===== src/rtl/regfile_32x32_pkg.sv =====
// Shared constants for the 32x32 register file.
//   REG_WIDTH  : data width of one register
//   REG_COUNT  : number of architectural registers
//   REG_ADDR_W : register address width
//   ZERO_REG   : index of the hardwired-zero register
package regfile_32x32_pkg;

  localparam int unsigned REG_WIDTH  = 32;
  localparam int unsigned REG_COUNT  = 32;
  localparam int unsigned REG_ADDR_W = 5;

  localparam logic [REG_ADDR_W-1:0] ZERO_REG = 5'd0;

endpackage : regfile_32x32_pkg


===== src/rtl/register32.sv =====
// Single register entry with load enable and asynchronous active-low clear.
//   clk         : rising-edge clock
//   reset       : asynchronous active-low clear
//   writeEnable : load inData at the next rising edge
//   inData      : value to load
//   outData     : stored value
module register32
  import regfile_32x32_pkg::*;
#(
  parameter int unsigned WIDTH = REG_WIDTH
) (
  input  logic             clk,
  input  logic             reset,
  input  logic             writeEnable,
  input  logic [WIDTH-1:0] inData,
  output logic [WIDTH-1:0] outData
);

  always_ff @(posedge clk or negedge reset) begin
    if (!reset) begin
      outData <= '0;
    end else if (writeEnable) begin
      outData <= inData;
    end
  end

endmodule : register32


===== src/rtl/regfile_32x32.sv =====
// 32-entry register file: two combinational read ports, one synchronous write
// port, hardwired zero register and a per-register pending (busy) scoreboard.
//   clk, reset            : rising-edge clock, asynchronous active-low clear
//   rsAddr/rsData/rsBusy  : read port A address, data, pending flag
//   rtAddr/rtData/rtBusy  : read port B address, data, pending flag
//   rdAddr/inData         : write address and data
//   writeEnable           : commit inData to rdAddr; also retires busy[rdAddr]
//   busySet/busyAddr      : claim busyAddr for a multi-cycle producer
module regfile_32x32
  import regfile_32x32_pkg::*;
#(
  parameter int unsigned WIDTH  = REG_WIDTH,
  parameter int unsigned DEPTH  = REG_COUNT,
  parameter bit          BYPASS = 1'b1
) (
  input  logic                  clk,
  input  logic                  reset,
  input  logic [REG_ADDR_W-1:0] rsAddr,
  input  logic [REG_ADDR_W-1:0] rtAddr,
  output logic [WIDTH-1:0]      rsData,
  output logic [WIDTH-1:0]      rtData,
  input  logic [REG_ADDR_W-1:0] rdAddr,
  input  logic [WIDTH-1:0]      inData,
  input  logic                  writeEnable,
  input  logic                  busySet,
  input  logic [REG_ADDR_W-1:0] busyAddr,
  output logic                  rsBusy,
  output logic                  rtBusy
);

  logic [WIDTH-1:0] regs [DEPTH];
  logic [DEPTH-1:0] busy;
  logic [DEPTH-1:0] busy_nxt;
  logic             rs_match;
  logic             rt_match;
  logic             rs_fwd;
  logic             rt_fwd;

  // Entry 0 is a constant; writes to it have no storage to land in.
  assign regs[0] = '0;

  for (genvar i = 1; i < int'(DEPTH); i++) begin : g_entry
    register32 #(
      .WIDTH(WIDTH)
    ) u_reg (
      .clk         (clk),
      .reset       (reset),
      .writeEnable (writeEnable && (rdAddr == REG_ADDR_W'(i))),
      .inData      (inData),
      .outData     (regs[i])
    );
  end

  // Clear on retire first, then set, so a new claim wins over a same-cycle retire.
  always_comb begin
    busy_nxt = busy;
    if (writeEnable && (rdAddr != ZERO_REG)) begin
      busy_nxt[rdAddr] = 1'b0;
    end
    if (busySet && (busyAddr != ZERO_REG)) begin
      busy_nxt[busyAddr] = 1'b1;
    end
  end

  always_ff @(posedge clk or negedge reset) begin
    if (!reset) begin
      busy <= '0;
    end else begin
      busy <= busy_nxt;
    end
  end

  assign rs_match = writeEnable && (rdAddr == rsAddr);
  assign rt_match = writeEnable && (rdAddr == rtAddr);

  // Forwarding is suppressed while reset is held so the ports read zero.
  assign rs_fwd = BYPASS && reset && rs_match && (rdAddr != ZERO_REG);
  assign rt_fwd = BYPASS && reset && rt_match && (rdAddr != ZERO_REG);

  assign rsData = rs_fwd ? inData : regs[rsAddr];
  assign rtData = rt_fwd ? inData : regs[rtAddr];

  assign rsBusy = busy[rsAddr] & ~(BYPASS & rs_match);
  assign rtBusy = busy[rtAddr] & ~(BYPASS & rt_match);

endmodule : regfile_32x32

===== config.mk =====
export PLATFORM = sky130hd
export DESIGN_NAME = regfile_32x32
export DESIGN_NICKNAME = d
export VERILOG_FILES = /design/src/rtl/regfile_32x32_pkg.sv /design/src/rtl/register32.sv /design/src/rtl/regfile_32x32.sv
export SDC_FILE = /design/constraint.sdc
export NUM_CORES = 2
export LEC_CHECK = 0
export BUFFER_PORTS_ARGS = -buffer_cell sky130_fd_sc_hd__buf_2
export CAP_MARGIN = 30
export CORE_MARGIN = 5
export CORE_UTILIZATION = 53
export CTS_CLUSTER_SIZE = 14
export DETAILED_ROUTE_END_ITERATION = 6
export GPL_TIMING_DRIVEN = 0
export PLACE_DENSITY = 0.72
export SLEW_MARGIN = 20
export SYNTH_ARGS = -nofsm -noshare
export SYNTH_HDL_FRONTEND = slang
export SYNTH_SLANG_ARGS = --single-unit

===== constraint.sdc =====
create_clock -name clk -period 2.9 [get_ports clk]
set_input_delay 0.58 -clock clk [delete_from_list [all_inputs] [get_ports clk]]
set_output_delay 0.58 -clock clk [all_outputs]
set_load 0.005 [all_outputs]

==> flow_metrics.tcl <==
set metrics [dict create \
    async_flop_share_pct 100 \
    tritoncts "built" \
    clockBufferDepth 3 \
    grt_pass1_vias 41600 \
    setup_viol 66 \
    postSynthCellCount 3779 \
    nets 4258 \
    area_growth_pct 22.3 \
    clk_latency_ps 700 \
    root_buffer "clkbuf_16" \
    crit_path_start_kind "input port" \
    hpwl_um 144000 \
    hold_violations 0 \
    antenna_found_initial 19 \
    power_frac_clock_pct 32.0 \
    clk_pin_slew_ps 60 \
    die_area_mm2 0.111 \
    ios 122 \
    cap_violations 0 \
    drive_above_1_share_pct 58.9 \
    synth.distinct_cells 52 \
    p_comb_share_pct 25.0 \
    power_frac_seq_pct 43.0 \
    wl_per_cell_um 37.9 \
    finalCriticalPeriod_ps 3490 \
    synth_seq_cells 1024 \
    synth_top_area_share_pct 46.2 \
    drcViolationCount 0 \
    fillerInstances 7129 \
    power.density_mw_per_mm2 662 \
    initial_core_util_pct 53.4 \
    min_path_type "in2async" \
    synth_area_leader_cell "dfrtp_1" \
    violations "setup timing" \
    synthFlopType "dfrtp_1" \
    cp_max_fo 10 \
    h-tree-depth 3 \
    fin_area_mm2 0.0678 \
    synth_area_mm2 0.0554 \
    tightest_slew_ps 1150 \
    syn_nets 3835 \
    vias 41600 \
    pre_cts_slack_ps -1960 \
    rsz0062_at_grt "true" \
    yosys-top-cells-area "dfrtp_1 46%, mux2_2 22%, mux4_2 18%" \
    max_freq_ghz 0.287 \
    switchingPower_mw 13.3 \
    core_mm2 0.104 \
    numPortBuffers 108 \
    fp-row-count 118 \
    internal-power_mw 31.6 \
    grt_max_degree 136 \
    switching_share_pct 29.7 \
    placed_area_mm2 0.0583 \
    worstSetupPathType "in2out" \
    peakVddDrop_v 0.000602 \
    final.setup_skew_ps 0 \
    synthTopCellsByCount "1082 x mux2_2, 1024 x dfrtp_1, 454 x mux4_2, 208 x clkbuf_1, 148 x nor2_1" \
    p_leak_nw 29.4 \
    gp_congestion 1.02 \
    syn_area_per_cell_um2 14.7 \
    numCtsBuffers 109 \
    dr.pass1.iters 6 \
    die_w_um 333 \
    relSlewSlack_pct 23.0 \
    grt_pass1_wl_um 300000 \
    yosysWarningCount 0 \
    overflow 0 \
    synth_edf_count 0 \
    ant_nets 0 \
    tns_ps -22970 \
    grtUsageTotal_pct 37.3 \
    slew_violations 0 \
    rrSetupSlack_ps 1890 \
    cp-end-kind "output port" \
    clock-sinks 1024 \
    die_h_um 333 \
    critical_path_required_ps 2320 \
    status "finished, violations left" \
    finalWorstSetupSlack_ps -586 \
    viasPerCell 7.32 \
    worstPathArrival_ps 2910 \
    drt_iter0_markers 5797 \
    wirelength_um 215000 \
    period_share_pct 120 \
    yosysMostFrequentCell "mux2_2" \
    seq_area_frac_synth_pct 46.2 \
]
## repair_timing
action	CTS	global route
hold endpoints to repair	43	0
buffers inserted	93	54
hold buffers	7	0
gates resized for setup	805	188
pin swaps	63	63
gates cloned	13	10
setup endpoints to repair	66	66
## worst paths after layout
kind | from | to | cells after the start
hold reg to reg | busy[0] | busy[0] | 1
setup reg to reg | g_entry[31].u_reg.outData[9] | g_entry[31].u_reg.outData[9] | 3
hold / removal | reset | g_entry[27].u_reg.outData[24] | 2
setup / recovery | rtAddr[2] | rtData[21] | 7
max in group asynchronous | reset | g_entry[16].u_reg.outData[9] | 5
min in group clk | inData[9] | g_entry[30].u_reg.outData[9] | 2
## cell usage in the layout (no fill, tap or decap), types with 31 or more instances in the layout
cell type  synthesis  final
mux2_2          1082   1075
dfrtp_1         1024   1024
mux4_2           454    454
buf_2            130    160
clkbuf_1         208    142
buf_4             20    127
nor2_1           148    124
clkbuf_16          0    122
mux2i_1           97     92
buf_6              7     77
buf_12             0     66
nand2_1           90     58
a221oi_1          93     58
clkbuf_8           0     46
o22ai_1           93     40
buf_8              0     34
o21ai_0           33     32
buf_1             56     31
o41ai_4            0     31
## sequential cells by signal (all words and copies together) (netlist names)
signal / flops
g_entry.u_reg.outData: 992
busy: 32
## kinds of logic after synthesis
| family | count (synthesis) | share of synthesized area (%) |
|---|---|---|
| buffers and inverters | 425 | 3.40 |
| multiplexers | 1633 | 42.2 |
| AO/OA/AOI/OAI | 349 | 5.25 |
| flip-flops | 1024 | 46.2 |
| AND/OR/NAND/NOR | 338 | 2.81 |
| XOR/XNOR | 10 | 0.158 |
## area by class of cell
type	count	area [um^2]	area share [%]
Antenna cell	11	27.5	0.0406
Buffer	416	3510	5.18
Clock buffer	158	3160	4.67
Clock inverter	44	444	0.655
Inverter	4	20.0	0.0295
Multi-Input combinational cell	2330	29900	44.1
Sequential cell	1024	25600	37.8
Tap cell	1380	1730	2.55
Timing Repair Buffer	317	3370	4.98
## layer usage
metal  track usage [%]  wire (um)
met2              54.5      91900
met4              23.5      18500
met1              47.5      74800
met5                 0        297
met3              13.8      29800
## stage by stage
step / hold slack, ps / instances / total power, mW / utilization (%)
CTS: 29.2 / 5615 / 43.9 / 63.9
floorplan: 284 / 3779 / 25.4 / -
global placement: 456 / 5267 / 28.2 / 55.6
detailed placement: 465 / 5302 / 28.7 / 56.2
finish: 27.3 / 5684 / 44.9 / 65.3
global route: 60.8 / 5677 / 46.2 / 65.3
## power by group through the flow
stage / registers, mW / logic, mW / clock network, mW
after floorplan: 18.6 / 6.77 / 0
after global placement: 19.2 / 9.07 / 0
after detailed placement: 19.3 / 9.38 / 0
after CTS: 19.1 / 10.4 / 14.3
after global routing: 19.5 / 11.7 / 14.9
final: 19.3 / 11.2 / 14.4
## critical path, cell delays in order
cell and delay, ps:
buf_4 210, clkbuf_4 420, mux4_2 400, mux4_2 540, nand3b_1 280, o211a_1 300
buf_2 160
Power figures use the tool's default switching activity.
